`src/rtl/count16_pkg.sv`:
```
`default_nettype none
// ============================================================================
// Module      : count16_pkg
// Description : Shared widths, defaults and FSM encoding for count16_seq.
// Revision    : 1.0 - initial release
// ============================================================================
package count16_pkg;

    localparam int c_CW_DEF          = 4;
    localparam int c_READ_CYCLES_DEF = 2;
    localparam int c_RDWIN_W         = 4;

    typedef enum logic [2:0] {
        ST_IDLE = 3'd0,
        ST_LOAD = 3'd1,
        ST_RUN  = 3'd2,
        ST_READ = 3'd3,
        ST_DONE = 3'd4
    } state_t;

endpackage : count16_pkg
`default_nettype wire

```
`src/rtl/count16_seq_if.sv`:
```
`default_nettype none
// ============================================================================
// Module      : count16_seq_if
// Description : Host command/status bundle for the count16 sequencer.
// Revision    : 1.0 - initial release
// ============================================================================
interface count16_seq_if
    import count16_pkg::*;
#(
    parameter int CW = c_CW_DEF
);
    logic          start;
    logic [CW-1:0] start_val;
    logic [CW-1:0] end_val;
    logic          pause;
    logic          abort;
    logic          busy;
    logic          done;
    logic [CW-1:0] steps;

    modport master (
        output start, start_val, end_val, pause, abort,
        input  busy, done, steps
    );

    modport slave (
        input  start, start_val, end_val, pause, abort,
        output busy, done, steps
    );
endinterface : count16_seq_if
`default_nettype wire

```
`src/rtl/count16_seq_rdwin.sv`:
```
`default_nettype none
// ============================================================================
// Module      : count16_seq_rdwin
// Description : Down-counter timing the read window; flags zero when expired.
// Revision    : 1.0 - initial release
// ============================================================================
module count16_seq_rdwin #(
    parameter int WIDTH = 4
) (
    input  wire logic             clk,
    input  wire logic             rst,
    input  wire logic             clr,
    input  wire logic             load,
    input  wire logic [WIDTH-1:0] load_val,
    input  wire logic             dec,
    output logic                  zero
);
    logic [WIDTH-1:0] r_cnt_q;
    logic [WIDTH-1:0] w_cnt_d;

    always_comb begin
        w_cnt_d = r_cnt_q;
        if (clr) begin
            w_cnt_d = '0;
        end else if (load) begin
            w_cnt_d = load_val;
        end else if (dec && (r_cnt_q != '0)) begin
            w_cnt_d = r_cnt_q - 1'b1;
        end
    end

    always_ff @(posedge clk) begin
        if (rst) begin
            r_cnt_q <= '0;
        end else begin
            r_cnt_q <= w_cnt_d;
        end
    end

    assign zero = (r_cnt_q == '0);

endmodule : count16_seq_rdwin
`default_nettype wire

```
`src/rtl/count16_seq.sv`:
```
`default_nettype none
// ============================================================================
// Module      : count16_seq
// Description : Drives a count16 through load / count / read-out on request.
// Revision    : 1.0 - initial release
// ============================================================================
module count16_seq
    import count16_pkg::*;
#(
    parameter int CW          = c_CW_DEF,
    parameter int READ_CYCLES = c_READ_CYCLES_DEF
) (
    input  wire logic          clk,
    input  wire logic          rst,
    count16_seq_if.slave       host,
    input  wire logic [CW-1:0] cnt_count,
    output logic      [CW-1:0] cnt_in,
    output logic               cnt_load_l,
    output logic               cnt_enable_l,
    output logic               cnt_oe_l
);
    // Window counter is loaded with READ_CYCLES-1 so that zero marks the last READ cycle.
    localparam logic [c_RDWIN_W-1:0] c_RD_LOAD = c_RDWIN_W'(READ_CYCLES - 1);

    state_t        r_state_q,  w_state_d;
    logic [CW-1:0] r_end_q,    w_end_d;
    logic [CW-1:0] r_cnt_in_q, w_cnt_in_d;
    logic [CW-1:0] r_steps_q,  w_steps_d;
    logic          r_load_l_q, w_load_l_d;
    logic          r_oe_l_q,   w_oe_l_d;
    logic          r_busy_q,   w_busy_d;
    logic          r_done_q,   w_done_d;

    logic w_accept;
    logic w_at_end;
    logic w_rd_load;
    logic w_rd_zero;

    assign w_accept  = (r_state_q == ST_IDLE) && host.start && !host.abort;
    assign w_at_end  = (cnt_count == r_end_q);
    assign w_rd_load = (r_state_q == ST_RUN) && (w_state_d == ST_READ);

    count16_seq_rdwin #(
        .WIDTH (c_RDWIN_W)
    ) u_rdwin (
        .clk      (clk),
        .rst      (rst),
        .clr      (host.abort),
        .load     (w_rd_load),
        .load_val (c_RD_LOAD),
        .dec      (r_state_q == ST_READ),
        .zero     (w_rd_zero)
    );

    always_comb begin
        w_state_d  = r_state_q;
        w_end_d    = r_end_q;
        w_cnt_in_d = r_cnt_in_q;
        w_steps_d  = r_steps_q;

        case (r_state_q)
            ST_IDLE: begin
                if (w_accept) begin
                    w_state_d  = ST_LOAD;
                    w_end_d    = host.end_val;
                    w_cnt_in_d = host.start_val;
                    w_steps_d  = host.end_val - host.start_val;
                end
            end
            ST_LOAD: w_state_d = ST_RUN;
            ST_RUN:  if (w_at_end)  w_state_d = ST_READ;
            ST_READ: if (w_rd_zero) w_state_d = ST_DONE;
            ST_DONE: w_state_d = ST_IDLE;
            default: w_state_d = ST_IDLE;
        endcase

        if (host.abort) begin
            w_state_d = ST_IDLE;
        end

        // Registered controls are decoded from the next state so they line up with it.
        w_load_l_d = (w_state_d != ST_LOAD);
        w_oe_l_d   = (w_state_d != ST_READ);
        w_busy_d   = (w_state_d != ST_IDLE);
        w_done_d   = (w_state_d == ST_DONE);
    end

    always_ff @(posedge clk) begin
        if (rst) begin
            r_state_q  <= ST_IDLE;
            r_end_q    <= '0;
            r_cnt_in_q <= '0;
            r_steps_q  <= '0;
            r_load_l_q <= 1'b1;
            r_oe_l_q   <= 1'b1;
            r_busy_q   <= 1'b0;
            r_done_q   <= 1'b0;
        end else begin
            r_state_q  <= w_state_d;
            r_end_q    <= w_end_d;
            r_cnt_in_q <= w_cnt_in_d;
            r_steps_q  <= w_steps_d;
            r_load_l_q <= w_load_l_d;
            r_oe_l_q   <= w_oe_l_d;
            r_busy_q   <= w_busy_d;
            r_done_q   <= w_done_d;
        end
    end

    // Combinational so counting stops on the very cycle the end value appears.
    assign cnt_enable_l = !((r_state_q == ST_RUN) && !host.pause && !host.abort && !w_at_end);

    assign cnt_in     = r_cnt_in_q;
    assign cnt_load_l = r_load_l_q;
    assign cnt_oe_l   = r_oe_l_q;
    assign host.busy  = r_busy_q;
    assign host.done  = r_done_q;
    assign host.steps = r_steps_q;

endmodule : count16_seq
`default_nettype wire

```
`src/flat_wrapper.sv`:
```
// flat-port wrapper written by rule: the top's interface ports become plain ports
module count16_seq_flat import count16_pkg::*;
#(
    parameter int CW          = c_CW_DEF,
    parameter int READ_CYCLES = c_READ_CYCLES_DEF
)
  (clk, rst, cnt_count, cnt_in, cnt_load_l, cnt_enable_l, cnt_oe_l, host_start, host_start_val, host_end_val, host_pause, host_abort, host_busy, host_done, host_steps);
  count16_seq_if #(.CW(CW)) host_i ();
  input  wire logic clk;
  input  wire logic rst;
  input  wire logic [CW-1:0] cnt_count;
  output logic      [CW-1:0] cnt_in;
  output logic cnt_load_l;
  output logic cnt_enable_l;
  output logic cnt_oe_l;
  input wire logic [$bits(host_i.start)-1:0] host_start;
  input wire logic [$bits(host_i.start_val)-1:0] host_start_val;
  input wire logic [$bits(host_i.end_val)-1:0] host_end_val;
  input wire logic [$bits(host_i.pause)-1:0] host_pause;
  input wire logic [$bits(host_i.abort)-1:0] host_abort;
  output wire logic [$bits(host_i.busy)-1:0] host_busy;
  output wire logic [$bits(host_i.done)-1:0] host_done;
  output wire logic [$bits(host_i.steps)-1:0] host_steps;
  assign host_i.start = host_start;
  assign host_i.start_val = host_start_val;
  assign host_i.end_val = host_end_val;
  assign host_i.pause = host_pause;
  assign host_i.abort = host_abort;
  assign host_busy = host_i.busy;
  assign host_done = host_i.done;
  assign host_steps = host_i.steps;
  count16_seq #(.CW(CW), .READ_CYCLES(READ_CYCLES)) u_core (.clk(clk), .rst(rst), .host(host_i), .cnt_count(cnt_count), .cnt_in(cnt_in), .cnt_load_l(cnt_load_l), .cnt_enable_l(cnt_enable_l), .cnt_oe_l(cnt_oe_l));
endmodule
```
`config.mk`:
```
export PLATFORM = sky130hd
export DESIGN_NAME = count16_seq_flat
export DESIGN_NICKNAME = d
export VERILOG_FILES = /design/src/rtl/count16_pkg.sv /design/src/rtl/count16_seq_if.sv /design/src/rtl/count16_seq_rdwin.sv /design/src/rtl/count16_seq.sv /design/src/flat_wrapper.sv
export SDC_FILE = /design/constraint.sdc
export NUM_CORES = 1
export LEC_CHECK = 0
export BUFFER_PORTS_ARGS = -buffer_cell sky130_fd_sc_hd__buf_2
export CAP_MARGIN = 20
export CORE_MARGIN = 3
export CORE_UTILIZATION = 52
export CTS_BUF_LIST = sky130_fd_sc_hd__clkbuf_2 sky130_fd_sc_hd__clkbuf_4 sky130_fd_sc_hd__clkbuf_8
export CTS_CLUSTER_SIZE = 8
export DETAILED_ROUTE_END_ITERATION = 10
export GPL_TIMING_DRIVEN = 1
export PLACE_DENSITY_LB_ADDON = 0.3
export SLEW_MARGIN = 10
export SYNTH_ARGS = -nofsm -noshare
export SYNTH_HDL_FRONTEND = slang
export SYNTH_SLANG_ARGS = --single-unit
```
`constraint.sdc`:
```
create_clock -name clk -period 1.69 [get_ports clk]
set_input_delay 0.0845 -clock clk [delete_from_list [all_inputs] [get_ports clk]]
set_output_delay 0.0845 -clock clk [all_outputs]
set_load 0.01 [all_outputs]
```
# Yosys cells after proc, flatten, opt, wreduce, memory -nomap -nowiden
# Index checks and enable logic that the tools add are counted.
# op_classes
muxes,7
add_sub_neg,2
eq_ne,8
reduce_logical,19
# ops
op,count
2-to-1 mux 3 bit,4
one-hot mux 3 bit (4 select lines),1
"== test 3 x 2 -> 1 bit, second input constant",3
logical AND 1 bit,7
== test 4 bit,1
zero test 1 bit,4
zero test 4 bit,1
nonzero test 4 bit,1
"subtractor 4 x 1 -> 4 bit, second input constant",1
subtractor 4 bit,1
"== test 3 x 1 -> 1 bit, second input constant",1
"== test 3 bit, second input constant",1
zero test 3 bit,1
"!= test 3 x 1 -> 1 bit, second input constant",1
"!= test 3 x 2 -> 1 bit, second input constant",1
nonzero test 3 bit,1
OR reduction 3 bit,1
2-to-1 mux 1 bit,2
AND reduction 2 bit,1
nonzero test 2 bit,1
OR reduction 2 bit,1
# totals
wordCells,46
ff_bits,23

# Logic depth before layout (Yosys ltp)
# Gate-level depths: netlist of run 1.
# logic_depth
depth_word,9
mapped_depth,6

# By module
# From an unflattened synthesis of run 1, not the netlist that was laid out.
# hier_totals
cells_unflattened,129
area_unflattened_um2,1087.3
# modules_own_cells
module,n_inst,area_each_um2,cells_each
count16_seq,1,830.8,98
count16_seq_rdwin,1,256.5,31

# Worst setup path before layout of run 1
# No wires, ideal clock.
# synth_timing
path_type,flip-flop to flip-flop
start,reg u_core.u_rdwin.r_cnt_q[0]
end,"reg u_core.r_oe_l_q, in the netlist u_core.cnt_oe_l"
t_arrival_ps,1435
path_slack_ps,131
path_stages_with_launch,6
n_path_buf,0
synth_period_minus_slack_ps,1559
required_ps,1566
setup_ps,124
cell_sequence,dfxtp_1 -> inv_1 -> ha_1 -> nor3b_1 -> or3_1 -> a2111o_1
# synth_between
elab_chain_len,5
# synth_rtl
element,line,text
from (decl),count16_seq_rdwin.sv:18,logic [WIDTH-1:0] r_cnt_q;
from (signal assigned),count16_seq_rdwin.sv:36,r_cnt_q <= w_cnt_d;
zero test 4 bit,count16_seq_rdwin.sv:40,assign zero = (r_cnt_q == '0);
2-to-1 mux 3 bit,count16_seq.sv:72,ST_READ: if (w_rd_zero) w_state_d = ST_DONE;
one-hot mux 3 bit (4 select lines),count16_seq.sv:61,case (r_state_q)
2-to-1 mux 3 bit,count16_seq.sv:77,if (host.abort) begin
!= test 3 x 2 -> 1 bit,count16_seq.sv:83,w_oe_l_d = (w_state_d != ST_READ);
to (signal assigned),count16_seq.sv:104,r_oe_l_q <= w_oe_l_d;
to (decl),count16_seq.sv:30,"logic r_oe_l_q, w_oe_l_d;"
# Every way passes these cells.
# A chain may end at the register's enable or synchronous reset.

# Worst setup path in the final report of run 1
# layout_timing
start,reg u_core.u_rdwin.r_cnt_q[1]
end,"reg u_core.r_oe_l_q, in the netlist u_core.cnt_oe_l"
# Same word-level chain as after synthesis.

==> results.md, run 1 <==
- Area Growth Syn to Fin: 22.62%
- Crit path max fanout: 5
- Synth Register Bits: 23
- DR iter-0 viols: 17
- WP data arrival: roughly 1.8 ns
- Final #Nets: 172
- CTS H-tree depth: 1
- Antenna violations before repair: 0
- Fin worst setup slack: a little under 0.08 ns
- Logic gate share of total power: 14.9%
- TritonCTS clock tree: done
- Hold path depth: 3
- Tot Pwr: between 0.0009 and 0.001 W
- Share of post-route cells with drive strength above 1: approximately 32%
- Net Sw Frac: 25.44%
- Sw Pwr: 0.0002520 W
- Maximum clock insertion buffer count: 2
- Clock network fraction of design power: 27.2%
- Worst Hold End: u_core.cnt_in[2]
- FF-to-FF Start: u_core.u_rdwin.r_cnt_q[1]
- Avg Cell Area, Syn: 8.963 um^2
- DRT Pass-1 Iters: 4
- Cell-internal power: 0.0007385 W
- Post-Place Cell Area: 1220 um^2
- Global Route Usage Sum: 18.09%
- Wire per inst: 12.14 um
- DPL Wire Length: about 1600 um
- Via density: 5.080
- Residual DRC count: 0
- Crit-path cells: inv_1, ha_1, nor3b_2, or3_1, a2111o_1
- # rows: 15
- FF-to-FF End: u_core.cnt_oe_l
- Max rail drop VDD: 499.0 uV
- Hold Violations, Final: 0
- Worst slew pin tran: between 0.4 and 0.5 ns
- Worst EP required: ~1.9 ns
- Simple-Gate Fraction of Synth Area: 24.91%
- First-pass GRT wire length: 3525 um
- Leakage power: about 0.57 nW
- Fin area: 1275 um^2
- Mux share of post-synthesis cell area: 0%
- Pin count of the biggest net entering global routing: 15
- Layout Utilization: 70.76%
- Total negative slack: 0 ns
- Outcome: finished, final reports clean
- Critical-path top delay cell: a2111o_1
- Sequential power share: slightly below 60%
- Crit path launch type: flip-flop
- CTS Buf Count: 3
- Max Slew Vio Count: 0
- Core area: 1802 um^2
- Fin crit share: 95.44%
- Setup CP Type: flip-flop to flip-flop
- Sequential area share after synthesis: 44.28%
- Die H: 50.72 um
- PD cells: 776.9 nW/um^2
- Vias in the first global route: between 800 and 900
- Cell variety after synth: 32
- Fmax: 0.6200 GHz
- MaxCap Viol Count: 0
- Post-Synthesis Cells: 116
- Tmin final: 1.613 ns
- Antenna cells: 0
- Warnings from Yosys: 0
- CP max stage delay: 0.41 ns
- CTS Root Cell: clkbuf_4
- Synth Area in Adders: 6.739%
- Die W: 50.72 um
- Worst reg-to-reg setup slack: 0.08 ns
- Die ar.: roughly 2600 um^2
- Finish-stage setup viols: 0
- Skew-Pair Late Insertion Delay: 0.31 ns
- Hold path start: host_start_val[2]
- GP Congestion: 0.7724
- Clock skew: just over 0.009 ns
- Worst min path class: input port to flip-flop
- WL final: 2113 um
- Synthesized cell area: 1040 um^2
- Starting Density: 57.71%
- CP endpoint kind: flip-flop
- Sink Count: 23
- # IOs: 30
- Vias: 884
- Syn_nets: around 140
- Pre-CTS WS: 0.07293 ns
- Clk pin slew, worst setup/hold paths: 0.13 ns
- Post-synthesis compound-gate area fraction: 10.59%
- Synth top area cells: dfxtp_1 (44%), nand2_1 (7.6%), xor2_1 (5.9%), ha_1 (4.8%), a21oi_1 (4.3%)
- Antenna Nets Post-Route: 0
- Gr ovfl total: 0
- Worst rel slew slack: 69.90%
- IO buf count: 29
- Largest family of logic cells by synthesized area: simple AND/OR/NAND/NOR gates
- Worst R2R Path Depth: 5
- Post-synth top area cell: dfxtp_1
- Share of the synthesized area in the top cell type: 44.28%
- Post-Synth XOR/XNOR Area: 8.424%
==> kinds of logic after synthesis <==
kind of cell / Yosys count
and+or+nand+nor: 50
AOI/OAI and AO/OA: 17
adders and majority gates: 5
buffers and inverters: 11
DFF: 23
xor gates and xnor gates: 10
==> cells in the final DEF, fill, tap and decap left out, types with 2 or more instances in the layout <==
| cell type | netlist | final |
|---|---|---|
| a211oi_1 | 2 | 2 |
| a21oi_1 | 9 | 9 |
| and3_1 | 2 | 2 |
| buf_2 | 0 | 29 |
| buf_4 | 1 | 4 |
| clkbuf_4 | 0 | 4 |
| dfxtp_1 | 23 | 18 |
| dfxtp_2 | 0 | 5 |
| ha_1 | 4 | 4 |
| inv_1 | 7 | 7 |
| nand2_1 | 21 | 21 |
| nand3_1 | 2 | 2 |
| nor2_1 | 8 | 8 |
| nor3_1 | 3 | 3 |
| or3_1 | 4 | 4 |
| xnor2_1 | 3 | 3 |
| xor2_1 | 7 | 6 |
==> sequential cells by signal, indices dropped and copies added (netlist names) <==
register and cells:
u_core.cnt_in 4, u_core.host.steps 4, u_core.r_end_q 4, u_core.u_rdwin.r_cnt_q 4, u_core.r_state_q 3, u_core.cnt_load_l 1, u_core.cnt_oe_l 1, u_core.host.busy 1
u_core.host.done 1
==> power groups by stage <==
| stage | Clock (W) | Combinational [W] | Sequential [W] |
|---|---|---|---|
| 3_3_place_gp | 0 | 0.000139 | 0.000583 |
| 4_1_cts | 0.000275 | 0.000145 | 0.000573 |
| 3_5_place_dp | 0 | 0.000144 | 0.000584 |
| 6_report | 0.000269 | 0.000148 | 0.000573 |
| 2_1_floorplan | 0 | 0.0000813 | 0.000592 |
| 5_1_grt | 0.000298 | 0.000165 | 0.000576 |
==> synthesized netlist by cell type <==
cell type  count
a221oi_1       1
buf_6          1
dfxtp_1       23
or2_1          1
or3b_4         1
a31oi_1        1
xnor2_1        3
buf_4          1
nand3b_2       1
nor4b_1        1
a211oi_1       2
inv_1          7
and3_1         2
or4_1          1
nor3_1         3
or3_1          4
a21boi_0       1
nor2_1         8
nand2_1       21
clkbuf_1       2
ha_1           4
nor3b_1        1
fa_1           1
o21ai_1        1
nor3_4         1
a2111o_1       1
nor2b_1        1
xor2_1         7
a21oi_1        9
o2111a_1       1
nand3_1        2
nor4_1         2
==> repair_timing <==
action                     CTS  global route
gates resized for setup      0             8
setup endpoints to repair    0             4
setup buffers                0             0
hold buffers                 0             0
==> layer usage <==
metal	GRT usage, %	wire length, um	up-vias
met1	20.89	952	399
met5	0	0	-
met4	8.072	22	0
met2	32.61	1032	27
li1	-	-	456
met3	2.671	106	2
==> critical path: cells and delay by family (launching register included) <==
family / cells / cell delay [ns]
simple gates: 2 / 0.51
compound gates: 1 / 0.41
flops: 1 / 0.37
fa+ha+maj: 1 / 0.18
buf+inv: 1 / 0.05
==> worst max-delay path by stage <==
stage	endpoint	cells after the start	startpoint
after floorplan	u_core.cnt_oe_l	5	u_core.u_rdwin.r_cnt_q[0]
after global placement	u_core.cnt_oe_l	5	u_core.u_rdwin.r_cnt_q[0]
after detailed placement	u_core.cnt_oe_l	5	u_core.u_rdwin.r_cnt_q[0]
after CTS	u_core.cnt_oe_l	5	u_core.u_rdwin.r_cnt_q[0]
after global routing	cnt_enable_l	5	u_core.r_state_q[0]
final	u_core.cnt_oe_l	5	u_core.u_rdwin.r_cnt_q[1]
==> stage by stage <==
stage,hold WS (ns),cells
floorplan,0.1573,116
global placement,0.3125,170
detailed placement,0.3314,170
CTS,0.008303,174
global route,0.003850,174
finish,0.007379,174
==> final cells by class <==
cell class                      instances  area (um^2)
Timing Repair Buffer                   33        175.2
Clock buffer                            4        30.03
Fill cell                             151        526.8
Inverter                                7        26.28
Sequential cell                        23        466.7
Tap cell                               25        31.28
Multi-Input combinational cell         82        545.5
Power figures use the tool's default switching activity.
==> run 2, diff against run 1 <==
- CELL_PAD_IN_SITES_DETAIL_PLACEMENT: not set -> 0
- CELL_PAD_IN_SITES_GLOBAL_PLACEMENT: not set -> 1
- CORE_MARGIN: 3 -> 4
- CORE_UTILIZATION: 52 -> 39
==> run 2 against run 1 <==
  * Combinational power increased by 5%
  * Non-clock buffer count increased by 4
  * First-iteration DRC count decreased by 18%
==> results.md, run 2 (synthesized netlist as in run 1, its figures left out) <==
- Sink Count: 23 (unchanged)
- M3 GR Usage: 3.268% (was 2.671%)
- Core area: 2500 um^2 (was 1802 um^2)
- TritonCTS clock tree: done (unchanged)
- Global Route Usage Sum: 13.45% (was 18.09%)
- Outcome: finished, final reports clean (unchanged)
- First-pass GRT wire length: 3525 um (unchanged)
- WL final: 2214 um (was 2113 um)
- # rows: 18 (was 15)
- CTS Buf Count: 3 (unchanged)
- WP data arrival: 1.84 ns (was 1.81 ns)
- Worst rel slew slack: 67.54% (was 69.90%)
- Hold path start: host_end_val[2] (was host_start_val[2])
- Starting Density: 41.59% (was 57.71%)
- Finish-stage setup viols: 0 (unchanged)
- Sequential power share: 57.1% (was 57.9%)
- CTS H-tree depth: 1 (unchanged)
- Postcts setup bufs: 0 (unchanged)
- Wire per inst: 12.10 um (was 12.14 um)
- Final hold slack: 0.008002 ns (was 0.007379 ns)
- Crit path launch type: flip-flop (unchanged)
- Logic gate share of total power: 15.4% (was 14.9%)
- Worst EP required: 1.91 ns (was 1.89 ns)
- GP Congestion: 0.7557 (was 0.7724)
- Net Sw Frac: 25.95% (was 25.44%)
- Clock skew: 0.004131 ns (was 0.009264 ns)
- DRT Pass-1 Iters: 4 (unchanged)
- DR iter-0 viols: 14 (was 17)
- Vias in the first global route: 845 (was 812)
- Fmax: 0.6177 GHz (was 0.6200 GHz)
- Cell-internal power: 0.0007458 W (was 0.0007385 W)
- Hold path depth: 3 (unchanged)
- Die ar.: 3556 um^2 (was 2572 um^2)
- Antenna Nets Post-Route: 0 (unchanged)
- # IOs: 30 (unchanged)
- Worst reg-to-reg setup slack: 0.07 ns (was 0.08 ns)
- Total negative slack: 0 ns (unchanged)
- Worst slew pin tran: 0.4858 ns (was 0.4480 ns)
- Area Growth Syn to Fin: 27.68% (was 22.62%)
- M1 GR Usage: 16.64% (was 20.89%)
- Worst min path class: input port to flip-flop (unchanged)
- Antenna violations before repair: 0 (unchanged)
- Maximum clock insertion buffer count: 2 (unchanged)
- Max Slew Vio Count: 0 (unchanged)
- Skew-Pair Late Insertion Delay: 0.32 ns (was 0.31 ns)
- Die W: 59.64 um (was 50.72 um)
- Share of post-route cells with drive strength above 1: 32.68% (was 32.21%)
- Die H: 59.64 um (was 50.72 um)
- Leakage power: 0.5866 nW (was 0.5698 nW)
- Post-Place Cell Area: 1234 um^2 (was 1220 um^2)
- Crit path max fanout: 5 (unchanged)
- CTS Root Cell: clkbuf_4 (unchanged)
- FF-to-FF Start: u_core.u_rdwin.r_cnt_q[0] (was u_core.u_rdwin.r_cnt_q[1])
- IO buf count: 29 (unchanged)
- Commonest cells after routing, fill and taps aside: buf_2 (29), nand2_1 (21), dfxtp_1 (17) (was buf_2 (29), nand2_1 (21), dfxtp_1 (18))
- Sw Pwr: 0.0002614 W (was 0.0002520 W)
- Antenna cells: 0 (unchanged)
- Clock network fraction of design power: 27.5% (was 27.2%)
- Gr ovfl total: 0 (unchanged)
- Met2 global-route usage: 21.22% (was 32.61%)
- Crit. Startpoint: u_core.u_rdwin.r_cnt_q[0] (was u_core.u_rdwin.r_cnt_q[1])
- Tmin final: 1.619 ns (was 1.613 ns)
- Max rail drop VDD: 413.8 uV (was 499.0 uV)
- Commonest non-fill, non-tap cell in the layout: buf_2 (unchanged)
- Residual DRC count: 0 (unchanged)
- PD cells: 758.7 nW/um^2 (was 776.9 nW/um^2)
- Setup CP Type: flip-flop to flip-flop (unchanged)
- Via density: 4.995 (was 5.080)
- Layout Utilization: 53.10% (was 70.76%)
- Hold Violations, Final: 0 (unchanged)
- GR peak layer: met2 (unchanged)
- Fin area: 1328 um^2 (was 1275 um^2)
- Fin crit share: 95.80% (was 95.44%)
- Worst R2R Path Depth: 5 (unchanged)
- CP endpoint kind: flip-flop (unchanged)
- Final #Nets: 176 (was 172)
- Pin count of the biggest net entering global routing: 15 (unchanged)
- MaxCap Viol Count: 0 (unchanged)
- DPL Wire Length: 1687 um (was 1581 um)
- Clk pin slew, worst setup/hold paths: 0.13 ns (about the same)
- Vias: 914 (was 884)
[run 2: changes by cell type in the layout (fill, tap and decap cells not counted), sizes merged]
| cell | previous run | this run |
|---|---|---|
| dlygate4sd3 | 0 | 4 |
[run 2: area by class of cell]
| cell class | count | area, um^2 |
|---|---|---|
| Inverter | 7 | 26.28 |
| Sequential cell | 23 | 467.9 |
| Multi-Input combinational cell | 82 | 550.5 |
| Clock buffer | 4 | 30.03 |
| Tap cell | 30 | 37.54 |
| Timing Repair Buffer | 37 | 215.2 |
| Fill cell | 251 | 1172 |
[run 2: critical path, cell delays in order (launching register included)]
cell and delay, ns:
dfxtp_2 0.36, inv_1 0.05, ha_1 0.19, nor3b_1 0.18, or3_1 0.34, a2111o_1 0.40
[run 2: final timing paths]
kind                     endpoint
max               u_core.cnt_oe_l
min             u_core.r_end_q[2]
max reg2reg       u_core.cnt_oe_l
min reg2reg  u_core.host.steps[2]
[run 2: timing repair]
item / 4_1_cts / 5_1_grt
hold buffers: 4 / 0
pin swaps: 3 / 0
hold endpoints to repair: 4 / 0
setup endpoints to repair: 1 / 2
gates resized for setup: 4 / 6
[run 2: per-layer routing]
layer	routed length, um	up-vias
met5	0	-
met4	42	0
met3	160	4
met2	969	26
met1	1042	420
li1	-	464
[run 2: metrics by stage]
stage | setup WS, ns | instances | power, W
finish | 0.07102 | 183 | 0.001007
global route | -0.0008593 | 183 | 0.001067
detailed placement | 0.06435 | 176 | 0.0007321
CTS | 0.04299 | 183 | 0.001019
floorplan | 0.1308 | 116 | 0.0006733
global placement | 0.1054 | 176 | 0.0007287
[run 2: power groups by stage]
stage | clock network, W | registers, W | logic (W)
after CTS | 0.000292 | 0.000574 | 0.000153
after detailed placement | 0 | 0.000585 | 0.000147
after global placement | 0 | 0.000584 | 0.000144
final | 0.000277 | 0.000575 | 0.000155
after global routing | 0.000316 | 0.000577 | 0.000174
after floorplan | 0 | 0.000592 | 0.0000813
==> run 3, diff against run 2 <==
- SYNTH_HIERARCHICAL: not set -> 1
==> run 3 against run 2 <==
  * The flow now finishes with violations (setup timing)
  * Combinational power grew 9.7%
  * Synthesized cell count grew 11%
  * Fmax shrank 8.1%
  * Setup slack lost 0.14 ns
  * Clock skew grew 0.0048 ns
  * Global-route usage grew 1.7 points
==> results.md, run 3 <==
- Outcome: complete, but fails checks (was finished, final reports clean)
- Failing checks: setup timing
- GR peak layer: met2 (unchanged)
- Sequential area share after synthesis: 42.35% (was 44.28%)
- Die ar.: 3697 um^2 (was 3556 um^2)
- Via density: 4.793 (was 4.995)
- IO buf count: 29 (unchanged)
- Wire per inst: 11.40 um (was 12.10 um)
- Post-synth top area cell: dfxtp_1 (unchanged)
- Synth Register Bits: 23 (unchanged)
- Gr ovfl total: 0 (unchanged)
- Commonest cells after routing, fill and taps aside: buf_2 (29), nand2_1 (22), dfxtp_1 (21) (was buf_2 (29), nand2_1 (21), dfxtp_1 (17))
- PD cells: 652.3 nW/um^2 (was 758.7 nW/um^2)
- Logic gate share of total power: 17.0% (was 15.4%)
- WL final: 2428 um (was 2214 um)
- Fmax: 0.5675 GHz (was 0.6177 GHz)
- Antenna cells: 0 (unchanged)
- WP data arrival: 1.97 ns (was 1.84 ns)
- Avg Cell Area, Syn: 8.429 um^2 (was 8.963 um^2)
- Max Slew Vio Count: 0 (unchanged)
- Final #Nets: 206 (was 176)
- Fin crit share: 104.3% (was 95.80%)
- Synth async-reset ratio: 0% (unchanged)
- First-pass GRT wire length: 4202 um (was 3525 um)
- CTS Root Cell: clkbuf_4 (unchanged)
- Post-Synthesis Cells: 129 (was 116)
- GP Congestion: 0.7753 (was 0.7557)
- CTS Buf Count: 3 (unchanged)
- Die H: 60.80 um (was 59.64 um)
- Die W: 60.80 um (was 59.64 um)
- CTS H-tree depth: 1 (unchanged)
- Setup CP Type: flip-flop to flip-flop (unchanged)
- Met2 global-route usage: 24.89% (was 21.22%)
- Global Route Usage Sum: 15.20% (was 13.45%)
- Placed cell count: 197 (was 176)
- Layout Utilization: 59.65% (was 53.10%)
- Residual DRC count: 0 (unchanged)
- Fill cells: 258 (was 251)
- TritonCTS clock tree: done (unchanged)
- Share of the synthesized area in the top cell type: 42.35% (was 44.28%)
- M3 GR Usage: 3.830% (was 3.268%)
- Crit path launch type: flip-flop (unchanged)
- Fin worst setup slack: -0.07213 ns (was 0.07102 ns)
- Most frequent cell after synthesis: dfxtp_1 (unchanged)
- Share of post-route cells with drive strength above 1: 35.52% (was 32.68%)
- Tmin final: 1.762 ns (was 1.619 ns)
- Vias: 1,021 (was 914)
- Skew-Pair Late Insertion Delay: 0.32 ns (about the same)
- Core area: 2567 um^2 (was 2500 um^2)
- Cell variety after synth: 34 (was 32)
- Antenna violations before repair: 0 (unchanged)
- Synth top area cells: dfxtp_1 (42%), nand2_1 (7.6%), a21oi_1 (6.4%), xnor2_1 (4.8%), ha_1 (4.6%) (was dfxtp_1 (44%), nand2_1 (7.6%), xor2_1 (5.9%), ha_1 (4.8%), a21oi_1 (4.3%))
- Max rail drop VDD: 656.3 uV (was 413.8 uV)
- Warnings from Yosys: 6 (was 0)
- EDFF count, synth: 0 (unchanged)
- Cell-internal power: 0.0007363 W (was 0.0007458 W)
- Sequential power share: 57.1% (about the same)
- Net Sw Frac: 26.29% (was 25.95%)
- Prevailing post-synth register cell: dfxtp_1 (unchanged)
- Multi-input logic area: 631.9 um^2 (was 550.5 um^2)
- DR iter-0 viols: 41 (was 14)
- Vias in the first global route: 985 (was 845)
- DPL Wire Length: 1841 um (was 1687 um)
- Crit path max fanout: 3 (was 5)
- Synth cell count leaders: dfxtp_1 (23), nand2_1 (22), a21oi_1 (14), nor2_1 (11), inv_1 (9) (was dfxtp_1 (23), nand2_1 (21), a21oi_1 (9), nor2_1 (8))
- Area Growth Syn to Fin: 40.85% (was 27.68%)
- MaxCap Viol Count: 0 (unchanged)
- Sink Count: 23 (unchanged)
- Post-Layout Cell Count: 213 (was 183)
- Synthesized cell area: 1087 um^2 (was 1040 um^2)
- M1 GR Usage: 19.69% (was 16.64%)
- Register Area: 462.9 um^2 (was 467.9 um^2)
- Commonest non-fill, non-tap cell in the layout: buf_2 (unchanged)
- # rows: 18 (unchanged)
- Clock skew: 0.008896 ns (was 0.004131 ns)
- Clk pin slew, worst setup/hold paths: 0.13 ns (about the same)
- DRT Pass-1 Iters: 4 (unchanged)
- Pin count of the biggest net entering global routing: 16 (was 15)
- Starting Density: 42.35% (was 41.59%)
- CP endpoint kind: flip-flop (unchanged)
- Maximum clock insertion buffer count: 2 (unchanged)
- Clock network fraction of design power: 25.9% (was 27.5%)
- Antenna Nets Post-Route: 0 (unchanged)
- Sw Pwr: 0.0002627 W (was 0.0002614 W)
- Leakage power: 0.6390 nW (was 0.5866 nW)
- RSZ-0062 raised after global routing: true
- Hold Violations, Final: 0 (unchanged)
- Worst min path class: input port to flip-flop (unchanged)
- Worst EP required: 1.90 ns (was 1.91 ns)
- Finish-stage setup viols: 5 (was 0)
- # IOs: 30 (unchanged)
==> run 3: layout make-up <==
type | instances | area share (%)
clock buffers | 3 | 1.471
clock inverters | 1 | 0.4902
inverters | 10 | 2.778
multi-input cells | 96 | 41.26
flip-flops and latches | 23 | 30.23
well taps | 30 | 2.451
repair buffers | 50 | 21.32
==> run 3: cells by family after synthesis <==
logic type               share of synthesized area, %
adder cells (fa/ha/maj)                         6.444
XOR/XNOR                                        5.639
multiplexers                                   0.9206
other                                          0.6907
buffers and inverters                           4.371
AND/OR/NAND/NOR                                 24.86
flip-flops                                      42.35
AO/OA/AOI/OAI                                   14.73
==> run 3: power groups by stage <==
stage | clock [W] | sequential, W | combinational [W]
2_1_floorplan | 0 | 0.000590 | 0.0000793
3_3_place_gp | 0 | 0.000582 | 0.000144
3_5_place_dp | 0 | 0.000583 | 0.000146
4_1_cts | 0.000275 | 0.000571 | 0.000156
5_1_grt | 0.000307 | 0.000574 | 0.000191
6_report | 0.000259 | 0.000571 | 0.000170
==> run 3: what timing repair did <==
action / 4_1_cts / 5_1_grt
gates resized for setup: 1 / 6
endpoints found under the setup margin: 4 / 8
pin swaps: 5 / 2
hold buffers: 5 / 3
buffers inserted: 3 / 1
endpoints found under the hold margin: 5 / 3
==> run 3: worst max-delay path, cell delays in order (launching register included) <==
cell      delay, ns
dfxtp_2        0.35
inv_2          0.07
ha_4           0.12
or3b_4         0.40
clkinv_4       0.06
nand3b_1       0.10
a21o_1         0.14
buf_4          0.11
buf_6          0.09
o41ai_1        0.08
nor2b_1        0.14
==> run 3: path summary, 6_finish.rpt <==
| kind | from | end | slack [ns] | cells past startpoint |
|---|---|---|---|---|
| worst max-delay path | u_core/u_rdwin/r_cnt_q[0] | u_core/r_state_q[0] | -0.07 | 10 |
| worst min-delay path | rst | u_core/cnt_in[0] | 0.11 | 2 |
| worst max register to register | u_core/u_rdwin/r_cnt_q[0] | u_core/r_state_q[0] | -0.07 | 10 |
| worst min register to register | u_core/cnt_in[0] | u_core/cnt_in[0] | 0.46 | 2 |
==> run 3: layer usage <==
metal | wire length (um) | up-vias
li1 | - | 541
met1 | 1163 | 459
met2 | 1149 | 21
met3 | 115 | 0
met4 | 0 | 0
met5 | 0 | -
==> run 3: through the flow <==
step	total power (W)	hold slack (ns)	worst slack, ns	TNS [ns]	cell area [um^2]
2_1_floorplan	0.0006690	0.1573	-0.02104	-0.05930	1117
3_3_place_gp	0.0007260	0.3381	0.01354	0	1359
3_5_place_dp	0.0007295	0.3513	-0.08447	-0.2148	1359
4_1_cts	0.001002	0.007296	-0.07493	-0.1968	1468
5_1_grt	0.001072	0.09457	-0.1897	-0.9122	1531
6_report	0.0009990	0.1098	-0.07213	-0.2992	1531
